==> src/rtl/fetch_sequencer_pkg.sv <==
// Shared types and constants for the instruction-fetch sequencer.
package fetch_sequencer_pkg;

  localparam int          INST_W     = 32;
  localparam logic [31:0] PC_STEP    = 32'd4;
  localparam logic [1:0]  ALIGN_MASK = 2'b11;

  typedef enum logic [1:0] {
    ST_RUN    = 2'd0,
    ST_BUBBLE = 2'd1,
    ST_HALT   = 2'd2
  } fetch_state_t;

  // Word-aligned when the byte-offset bits are all zero.
  function automatic logic is_aligned(input logic [31:0] addr);
    return (addr[1:0] & ALIGN_MASK) == 2'b00;
  endfunction

endpackage

==> src/rtl/fetch_holding_buffer.sv <==
// One-entry valid/ready holding register with flush, usable between any two
// pipeline stages. Flush beats load, load beats the downstream accept.
module fetch_holding_buffer
  import fetch_sequencer_pkg::*;
(
  input  logic              clk,
  input  logic              reset,
  input  logic              load,
  input  logic              flush,
  input  logic              ready,
  input  logic [INST_W-1:0] in_inst,
  input  logic [31:0]       in_pc,
  output logic              valid,
  output logic [INST_W-1:0] inst,
  output logic [31:0]       pc,
  output logic [31:0]       pc_plus4
);

  // Buffer entry: reload on load, drop on flush or when consumed.
  always_ff @(posedge clk) begin
    if (reset) begin
      valid    <= 1'b0;
      inst     <= '0;
      pc       <= '0;
      pc_plus4 <= PC_STEP;
    end else if (flush) begin
      valid <= 1'b0;
    end else if (load) begin
      valid    <= 1'b1;
      inst     <= in_inst;
      pc       <= in_pc;
      pc_plus4 <= in_pc + PC_STEP;
    end else if (valid && ready) begin
      valid <= 1'b0;
    end
  end

endmodule

==> src/rtl/fetch_sequencer.sv <==
// Instruction-fetch controller: owns the PC, feeds the combinational
// instruction memory and hands words to decode through a holding buffer.
//
//   state     | meaning
//   ST_RUN    | fetching one word per free buffer slot
//   ST_BUBBLE | post-redirect penalty, counting down before fetch resumes
//   ST_HALT   | stopped on PC limit or misaligned target; left only by reset
module fetch_sequencer
  import fetch_sequencer_pkg::*;
#(
  parameter logic [31:0] RESET_PC         = 32'h0000_0000,
  parameter logic [31:0] PC_LIMIT         = 32'h0000_00FC,
  parameter int          REDIRECT_BUBBLES = 1
) (
  input  logic              clk,
  input  logic              reset,
  output logic [31:0]       imem_pc,
  input  logic [INST_W-1:0] imem_inst,
  output logic              if_valid,
  input  logic              if_ready,
  output logic [INST_W-1:0] if_inst,
  output logic [31:0]       if_pc,
  output logic [31:0]       if_pc_plus4,
  input  logic              redirect_valid,
  input  logic [31:0]       redirect_target,
  output logic              halt,
  output logic              fault,
  output logic [31:0]       fetch_count
);

  localparam logic       HAS_BUBBLE  = (REDIRECT_BUBBLES != 0);
  localparam logic [2:0] BUBBLE_INIT = HAS_BUBBLE ? 3'(REDIRECT_BUBBLES - 1) : 3'd0;

  fetch_state_t state;
  logic [31:0]  pc;
  logic [2:0]   bubble_cnt;

  logic redirect_act;
  logic fetch_slot;
  logic capture;
  logic limit_hit;

  // A fetch slot exists when running, not being redirected, and the buffer
  // is empty or being drained this cycle. The limit check gates the slot.
  always_comb begin
    redirect_act = redirect_valid && (state != ST_HALT);
    fetch_slot   = (state == ST_RUN) && !redirect_valid && (!if_valid || if_ready);
    capture      = fetch_slot && (pc <= PC_LIMIT);
    limit_hit    = fetch_slot && (pc > PC_LIMIT);
  end

  assign imem_pc = pc;

  // Sequencer state, program counter, bubble timer and sticky status.
  always_ff @(posedge clk) begin
    if (reset) begin
      state       <= ST_RUN;
      pc          <= RESET_PC;
      bubble_cnt  <= 3'd0;
      halt        <= 1'b0;
      fault       <= 1'b0;
      fetch_count <= '0;
    end else if (redirect_act) begin
      if (!is_aligned(redirect_target)) begin
        fault <= 1'b1;
        state <= ST_HALT;
      end else begin
        pc <= redirect_target;
        if (HAS_BUBBLE) begin
          state      <= ST_BUBBLE;
          bubble_cnt <= BUBBLE_INIT;
        end else begin
          state <= ST_RUN;
        end
      end
    end else begin
      unique case (state)
        ST_RUN: begin
          if (capture) begin
            pc          <= pc + PC_STEP;
            fetch_count <= fetch_count + 32'd1;
          end else if (limit_hit) begin
            halt  <= 1'b1;
            state <= ST_HALT;
          end
        end
        ST_BUBBLE: begin
          if (bubble_cnt == 3'd0) state <= ST_RUN;
          else                    bubble_cnt <= bubble_cnt - 3'd1;
        end
        ST_HALT: begin
          state <= ST_HALT;
        end
        default: state <= ST_HALT;
      endcase
    end
  end

  fetch_holding_buffer u_buf (
    .clk      (clk),
    .reset    (reset),
    .load     (capture),
    .flush    (redirect_act),
    .ready    (if_ready),
    .in_inst  (imem_inst),
    .in_pc    (pc),
    .valid    (if_valid),
    .inst     (if_inst),
    .pc       (if_pc),
    .pc_plus4 (if_pc_plus4)
  );

endmodule
==> config.mk <==
export PLATFORM = sky130hd
export DESIGN_NAME = fetch_sequencer
export DESIGN_NICKNAME = d
export VERILOG_FILES = /design/src/rtl/fetch_sequencer_pkg.sv /design/src/rtl/fetch_holding_buffer.sv /design/src/rtl/fetch_sequencer.sv
export SDC_FILE = /design/constraint.sdc
export NUM_CORES = 1
export LEC_CHECK = 0
export CORE_ASPECT_RATIO = 0.75
export CORE_UTILIZATION = 41
export CTS_BUF_LIST = sky130_fd_sc_hd__clkbuf_8 sky130_fd_sc_hd__clkbuf_16
export CTS_CLUSTER_SIZE = 14
export DETAILED_ROUTE_END_ITERATION = 16
export PLACE_DENSITY = 0.77
export SLEW_MARGIN = 20
export SYNTH_ARGS = -nofsm -noshare
export SYNTH_HDL_FRONTEND = slang
export SYNTH_SLANG_ARGS = --single-unit
==> constraint.sdc <==
create_clock -name clk -period 2.1 [get_ports clk]
set_input_delay 0.42 -clock clk [delete_from_list [all_inputs] [get_ports clk]]
set_output_delay 0.42 -clock clk [all_outputs]
set_load 0.005 [all_outputs]
==> results of run 1 <==
sequential cells by signal, summed over array words and instances, names as in the netlist:
register and flops:
bubble_cnt 3, fault 1, fetch_count 32, halt 1
imem_pc 32, state 2, u_buf.inst 32, u_buf.pc 30
u_buf.pc_plus4 32, u_buf.valid 1
cells in the final DEF, fill, tap and decap left out, types with 6 or more instances in the layout:
cell type	instances
o21ai_0	6
clkdlybuf4s50_1	229
and3_1	53
dfxtp_1	162
a21oi_1	75
buf_6	7
inv_1	9
nor4_1	7
buf_4	64
a41o_1	15
nand2_1	112
or4_1	22
clkbuf_16	21
nor2_1	26
nand4_1	10
nor3_1	7
and4_1	18
buf_12	12
nand3_1	25
o31ai_1	24
a211oi_1	10
power breakdown:
| part | leakage, nW | switching (W) | total [W] | internal [W] |
|---|---|---|---|---|
| registers | 1.34 | 0.000136 | 0.00352 | 0.00338 |
| logic | 2.42 | 0.00123 | 0.00267 | 0.00144 |
| clock network | 0.326 | 0.00133 | 0.00349 | 0.00216 |
cells by family (layout without fill, tap and decap cells):
logic type / after synthesis / count (layout)
AO/OA/AOI/OAI: 160 / 160
XOR/XNOR: 7 / 7
adder cells (fa/ha/maj): 4 / 4
buffers and inverters: 75 / 362
flip-flops: 166 / 166
multiplexers: 1 / 1
AND/OR/NAND/NOR: 312 / 312
worst register-to-register path, delay by kind of cell, from the launching register on:
family                 cells  cell delay, ns
AO/OA/AOI/OAI              1            0.15
buffers and inverters      1            0.21
AND/OR/NAND/NOR            4            1.68
flip-flops                 1            0.34
worst paths after layout:
path | to | slack, ns | cells past startpoint
hold / removal | u_buf.inst[20] | 0.33 | 2
setup reg to reg | fetch_count[11] | -0.34 | 6
hold reg to reg | u_buf.pc[5] | 0.45 | 2
setup / recovery | fetch_count[11] | -0.34 | 6
layout make-up:
type | count | area [um2]
clock inverter | 14 | 220
inverter | 9 | 33.8
timing repair buffer | 321 | 3310
clock buffer | 18 | 439
multi-input combinational | 484 | 2980
tap | 205 | 256
fill | 1217 | 4760
sequential | 166 | 3330
per-stage QoR:
step / std cells / instance area (um2) / setup TNS [ns]
final: 1217 / 10600 / -24.49
after global routing: 1217 / 10600 / -43.76
after CTS: 1211 / 10400 / -24.72
after detailed placement: 1171 / 9470 / -63.95
after global placement: 1171 / 9470 / -57.50
after floorplan: 725 / 6540 / -1.98
per-layer routing:
layer	track usage	vias to the layer above
met5	0	-
met4	0.0873	0
met3	0.0979	24
met2	0.388	225
met1	0.318	3034
li1	-	3214
what timing repair did:
item / 4_1_cts / 5_1_grt
cloned: 4 / 4
setup buffers: 4 / 2
resized for setup: 28 / 11
pin swaps: 7 / 9
hold endpoints to repair: 0 / 0
endpoints found under the setup margin: 157 / 157
==> impl_metrics.yaml, run 1 <==
cts:
  clk_latency_ns: 0.43
  numClockSinks: 166
  htree_levels: 4
  cts_tree: "yes"
  cts_buffer_depth: 2
  cts_hold_buf: 0
  cts_root_buffer: "clkbuf_16"
  numCtsBuffers: 17
  cts.clk_slew.worst_paths_ns: 0.07
timing:
  max_freq_mhz: 410
  slew_violations: 0
  worstMarginPinSlew_ns: 0.559
  slew_headroom: 0.624
  hold_ws_ns: 0.332
  rsz0062_at_grt: "yes"
  hold_viol_final: 0
  finalCritPeriodShare: 1.16
  setup_violations: 147
  worst_slack_ns: -0.341
  timing.final.crit_period_ns: 2.44
  skew_ns: 0.0116
synthesis:
  synthSimpleGateAreaFrac: 0.259
  syn_inst: 725
  ys.flop_type: "dfxtp_1"
  yosysMostFrequentCell: "dfxtp_1"
  synth_top_family_by_area: "simple AND/OR/NAND/NOR gates"
  synth_edf_count: 0
  synth_top_area_share: 0.513
  synthMuxAreaShare: 0.00155
  synth_cell_types: 49
  ys_warn_count: 0
  synth_fa_ha_area_frac: 0.00773
  synthTopCellsByCount: "166 x dfxtp_1, 113 x nand2_1, 77 x a21oi_1, 58 x clkbuf_1, 55 x and3_1"
  synth_nets: 797
  synth_xor_area_frac: 0.00947
  yosys-top-cells-area: "dfxtp_1 51%, nand2_1 6.6%, a21oi_1 6.0%"
  syn_avg_cell_area_um2: 8.93
  synth_seq_cells: 166
  yosys.area.top_type: "dfxtp_1"
  yosysSeqAreaShare: 0.513
  synth_compound_area_frac: 0.162
  syn_area_um2: 6470
  postSynth.asyncResetShare: 0
pwr:
  powerDensity_nw_per_um2: 917
  ir_drop_mv: 0.658
  p_leak_nw: 4.10
  power_w: 0.00968
finish:
  nets: 1071
  drive_above_1_share: 0.149
  fin_util: 0.690
  syn_to_final_growth_pct: 63.2
  num_antenna_cells: 0
min_path:
  hp-start: "reset"
  min_path_type: "input pin to flop"
outcome:
  violations: "negative setup slack"
  status: "complete, but fails checks"
placed_design:
  hpwlAfterDp_mm: 13.5
  post-place-ws_ns: -0.605
  port_buffers: 230
  place.gp.congestion: 0.792
floorplanning:
  dieArea_um2: 16300
  fp.dieH_um: 111
  die_x_um: 147
  num_rows: 39
  start_util: 0.423
  ios: 231
  core-area_um2: 15300
detailed_routing:
  wl_met2_mm: 9.24
  viasPerCell: 5.34
  drt_wl_total_mm: 20.6
  wl_per_cell_um: 16.9
  ant_nets: 0
  vias: 6497
  drc: 0
  dr_wl_met3_mm: 1.93
  drtPass1Iterations: 5
  drt-met1-wl_mm: 9.06
  top_layer: "met4"
  drtIter0Drc: 283
worst_setup_path:
  crit_chain: "nor4_4 -> nand4_1 -> or4b_4 -> clkbuf_16 -> or4_1 -> a21oi_1"
  setup.worst_path.end_class: "flop"
  cp-start-kind: "flop"
  rr_startpoint: "imem_pc[8]"
  critPathTopFamily: "simple AND/OR/NAND/NOR gates"
  slowest_stage: "or4b_4"
  cp_max_fo: 15
  worst-path-buf-inv: 1
  crit_path_max_incr_delay_ns: 0.64
  worstPathRequired_ns: 2.46
  arrival_ns: 2.80
  crit_type: "flop to flop"
  cp-startpoint: "imem_pc[8]"
flow_run:
  max_cap_viol_count: 0
global_routing:
  antenna_found_initial: 0
  grt_pass1_vias: 6290
  grt_remaining_overflow: 0
  track_usage: 0.251
  grt_max_degree: 80
  grt_pass1_wl_mm: 32.5
No activity file was read; power rests on OpenSTA's default activity.
==> run 2: changes to the inputs <==
CORE_UTILIZATION = 45   (was 41)
MAX_ROUTING_LAYER = met4   (was unset)
PLACE_DENSITY = 0.8   (was 0.77)
SETUP_SLACK_MARGIN = 0.02   (was unset)
clock period = 2.69 ns   (was 2.1 ns; I/O delays follow)
==> run 2 against run 1 <==
The flow now finishes without violations. Flip-flop and latch count unchanged. First-iteration DRC count is 48% higher. Non-clock buffer count fell by 52. Sequential share of layout area increased by 2.5 points. Clock power shrank 23%. Power fell by 28%.
==> impl_metrics.yaml, run 2 (same netlist as run 1, synthesis figures left out) <==
outcome:
  status: "finished, final reports clean"
cts:
  cts_hold_buf: 0
  clk_latency_ns: 0.42
  cts_buffer_depth: 2
  cts_root_buffer: "clkbuf_16"
  cts_tree: "yes"
  numClockSinks: 166
  numCtsBuffers: 17
  cts_resized: 0
  post_cts_buffers: 0
  cts.clk_slew.worst_paths_ns: 0.07
  htree_levels: 4
timing:
  worst_slack_ns: 0.164
  slew_headroom: 0.489
  max_freq_mhz: 396
  timing.final.crit_period_ns: 2.53
  rsz0062_at_grt: "no"
  hold_viol_final: 0
  setup_violations: 0
  timing.setup.tns_ns: 0
  slew_violations: 0
  finalCritPeriodShare: 0.939
  skew_ns: 0.00798
  worstMarginPinSlew_ns: 0.765
  hold_ws_ns: 0.452
placed_design:
  place.gp.congestion: 0.846
  hpwlAfterDp_mm: 12.7
  port_buffers: 230
  post-place-ws_ns: -0.204
floorplanning:
  num_rows: 37
  start_util: 0.466
  fp.dieH_um: 106
  core-area_um2: 13900
  die_x_um: 141
  ios: 231
  dieArea_um2: 14900
pwr:
  power.share.combinational: 0.225
  p_seq_frac: 0.394
  powerDensity_nw_per_um2: 719
  clockPowerShare: 0.381
  p_sw_w: 0.00193
  power_w: 0.00701
  cell_internal_pwr_w: 0.00508
  p_leak_nw: 3.70
  ir_drop_mv: 0.510
  switching_share: 0.276
detailed_routing:
  wl_per_cell_um: 16.4
  vias: 6240
  viasPerCell: 5.50
  drtPass1Iterations: 4
  drtIter0Drc: 419
  ant_nets: 0
  drc: 0
  drt_wl_total_mm: 18.7
global_routing:
  grt_pass1_wl_mm: 29.6
  antenna_found_initial: 0
  grt_remaining_overflow: 0
  grt_max_degree: 56
  grt_pass1_vias: 5829
  track_usage: 0.259
worst_setup_path:
  crit_type: "flop to flop"
  worstPathRequired_ns: 3.03
  cp-start-kind: "flop"
  reg2reg_slack_ns: 0.16
  cp_max_fo: 54
  arrival_ns: 2.87
  setup.worst_path.end_class: "flop"
  reg2reg_depth: 6
finish:
  syn_to_final_growth_pct: 50.7
  drive_above_1_share: 0.0823
  mostFrequentLayoutCell: "clkdlybuf4s50_1"
  nets: 1019
  fin_util: 0.703
  nFillCells: 1065
  num_antenna_cells: 0
  layout_common_cells: "229 x clkdlybuf4s50_1, 166 x dfxtp_1, 113 x nand2_1"
min_path:
  holdPathStages: 2
  min_path_type: "flop to flop"
flow_run:
  max_cap_viol_count: 0
## run 2: cell count changes in the layout (fill, tap and decap cells not counted), sizes merged
cell	before	now
clkinv	2	4
buf	87	40
clkbuf	22	17
inv	15	14
bufbuf	1	0
## run 2: layout make-up
cell class                      count  area, um2  area share
Inverter                            9       33.8     0.00346
Timing Repair Buffer              269       2680       0.275
Multi-Input combinational cell    484       2850       0.292
Tap cell                          175        219      0.0224
Clock buffer                       17        425      0.0436
Sequential cell                   166       3320       0.341
Clock inverter                     15        224      0.0230
## run 2: power by group through the flow
stage	combinational, W	clock, W	sequential, W
4_1_cts	0.00159	0.00271	0.00277
3_3_place_gp	0.00157	0	0.00281
6_report	0.00158	0.00267	0.00277
2_1_floorplan	0.000712	0	0.00282
5_1_grt	0.00171	0.00281	0.00279
3_5_place_dp	0.00158	0	0.00282
## run 2: per-layer routing
layer  track usage  routed length (um)  part of all wire  vias to the layer above
li1              -                   -                 -                     3092
met1         0.338                8770              0.47                     2914
met2         0.383                8160              0.44                      222
met3        0.0877                1540             0.083                       12
met4        0.0699                 191             0.010                        0
met5             -                   0                 0                        -
## run 2: through the flow
stage	area, um2	std cells
after floorplan	6470	725
after global placement	9110	1103
after detailed placement	9110	1103
after CTS	9760	1135
after global routing	9760	1135
final	9760	1135
## run 2: worst paths after layout
path / startpoint / endpoint
hold reg to reg: u_buf.inst[13] / u_buf.inst[13]
setup / recovery: imem_pc[8] / fetch_count[11]
hold / removal: u_buf.inst[13] / u_buf.inst[13]
setup reg to reg: imem_pc[8] / fetch_count[11]
## run 2: critical path, stage by stage (launching register included)
cell and delay, ns:
dfxtp_1 0.34, nor4_2 0.32, nand4_1 0.25, or4b_4 0.62, buf_12 0.20, or4_1 0.52
a21oi_1 0.17
==> edit, RTL diff (config.mk and constraints of run 1) <==
Register the output `fetch_count` once more, without a reset; this adds one clock of latency there. The other outputs are not delayed to match.
--- a/src/rtl/fetch_sequencer.sv
+++ b/src/rtl/fetch_sequencer.sv
@@ -31,6 +31,8 @@
   localparam logic       HAS_BUBBLE  = (REDIRECT_BUBBLES != 0);
   localparam logic [2:0] BUBBLE_INIT = HAS_BUBBLE ? 3'(REDIRECT_BUBBLES - 1) : 3'd0;
 
+  logic [31:0] fetch_count_s0;
+
   fetch_state_t state;
   logic [31:0]  pc;
   logic [2:0]   bubble_cnt;
@@ -59,7 +61,7 @@
       bubble_cnt  <= 3'd0;
       halt        <= 1'b0;
       fault       <= 1'b0;
-      fetch_count <= '0;
+      fetch_count_s0 <= '0;
     end else if (redirect_act) begin
       if (!is_aligned(redirect_target)) begin
         fault <= 1'b1;
@@ -78,7 +80,7 @@
         ST_RUN: begin
           if (capture) begin
             pc          <= pc + PC_STEP;
-            fetch_count <= fetch_count + 32'd1;
+            fetch_count_s0 <= fetch_count_s0 + 32'd1;
           end else if (limit_hit) begin
             halt  <= 1'b1;
             state <= ST_HALT;
@@ -110,4 +112,8 @@
     .pc_plus4 (if_pc_plus4)
   );
 
+  always_ff @(posedge clk) begin
+    fetch_count <= fetch_count_s0;
+  end
+
 endmodule
Formal check against the unedited RTL: not equivalent (a bounded check fails within 4 cycles, from zero or initial values and one cycle with reset high).
==> edit against run 1 <==
Final area rose by 0.50%. Largest power group unchanged. Power up 4.6%. Utilization down 3.5 points. Area after synthesis rose by 6.1%. Routed wire length down 8.0%. Sequential cell count grew 32. Worst setup slack better by 0.35 ns. Maximum frequency rose by 17%.
==> edit: results (changes against run 1) <==
Layout
  – Data buffer area share: 28.0% (-3.3 points)
  – Fillers: 1314 (+8.0%)
  – Layout cells sized above 1: 12.7% (-2.2 points)
  – Non-CTS inverters: 7 (-2)
  – Multi-input gates: 482 (-0.41%)

Timing
  – Worst slew margin: 70.2% (+7.9 points)
  – Hold Slack: 0.389 ns (+0.0563 ns)
  – Setup Skew: 0.0128 ns (+0.00114 ns)
  – Post-layout min period: 2.09 ns (-0.353 ns)

Worst hold path
  – Hold Crit Depth: 0 (-2)
  – Hold crit path type: reg -> reg

Synth
  – Post-synth top cells: dfxtp_1, nand2_1, a21oi_1
  – Post-synthesis cell type count: 46 (-6.1%)
  – Top post-synthesis cells by area: dfxtp_1, nand2_1, a21oi_1

Power and ir drop
  – Leakage: 3.85 nW (-5.9%)
  – Maximum VDD drop: 696 uV (+5.9%)
  – Internal power: 7.15 mW (+2.4%)

Place
  – Post-Place Setup Slack: -0.208 ns (+0.397 ns)
  – Cell area after placement: 0.00975 sq mm (+2.9%)

GRT
  – Pin count of the biggest net entering global routing: 48 (-40%)
  – Grt met1 use: 27.3% (-4.5 points)
  – Met2 Resource Use GR: 34.8% (-4.0 points)
  – Met3 usage: 7.73% (-2.1 points)

Worst setup path
  – Worst EP arrival: 2.41 ns (-0.39 ns)
  – R2r endpoint: u_buf.pc_plus4[8]
  – Slowest CP cell: or4_4
  – Reg2reg setup slack: 0.01 ns (+0.35 ns)
  – Worst r2r src: imem_pc[22]

Drt
  – Via count: 6097 (-6.2%)

Run status
  – Status: finished clean
-- edit: power by group through the flow --
stage,Clock (mW),Combinational [mW],Sequential (mW)
final,3.43,2.54,4.16
after CTS,3.51,2.28,4.16
after global routing,3.68,2.74,4.19
after detailed placement,0,2.25,4.24
after global placement,0,2.22,4.23
after floorplan,0,1.02,4.28
-- edit: how the worst max path moves through the flow --
stage                                    end  depth (start not counted)            from
after global placement    fetch_count_s0[31]                          8        if_ready
after detailed placement          imem_pc[4]                          9  redirect_valid
after CTS                  u_buf.pc_plus4[6]                          7     imem_pc[22]
after floorplan                  imem_pc[27]                          9      imem_pc[2]
final                      u_buf.pc_plus4[8]                          8     imem_pc[22]
after global routing       u_buf.pc_plus4[8]                          8     imem_pc[22]
-- edit: cells by family after synthesis --
| family | count (synthesis) | share of synthesized area [%] |
|---|---|---|
| xor+xnor | 33 | 4.21 |
| compound gates | 107 | 9.13 |
| simple gates | 338 | 24.7 |
| buf+inv | 54 | 3.55 |
| fa+ha+maj | 4 | 0.729 |
| flops | 198 | 57.7 |
-- edit: through the flow --
step / utilization [%] / cells / setup TNS [ns]
floorplan: - / 734 / 0
global placement: 60.1 / 1186 / -14.43
detailed placement: 60.1 / 1186 / -15.65
CTS: 64.1 / 1218 / 0
global route: 65.5 / 1227 / -0.235
finish: 65.5 / 1227 / 0
-- edit: metal layers --
metal	share of wire, %	vias to the layer above
met4	0.70	0
met3	7.7	9
met5	0	-
li1	-	3022
met2	47	188
met1	45	2878
-- edit: timing repair --
action,4_1_cts,5_1_grt
pin swaps,1,4
gates cloned,0,3
buffers inserted,0,7
gates resized for setup,3,20
setup endpoints to repair,7,97
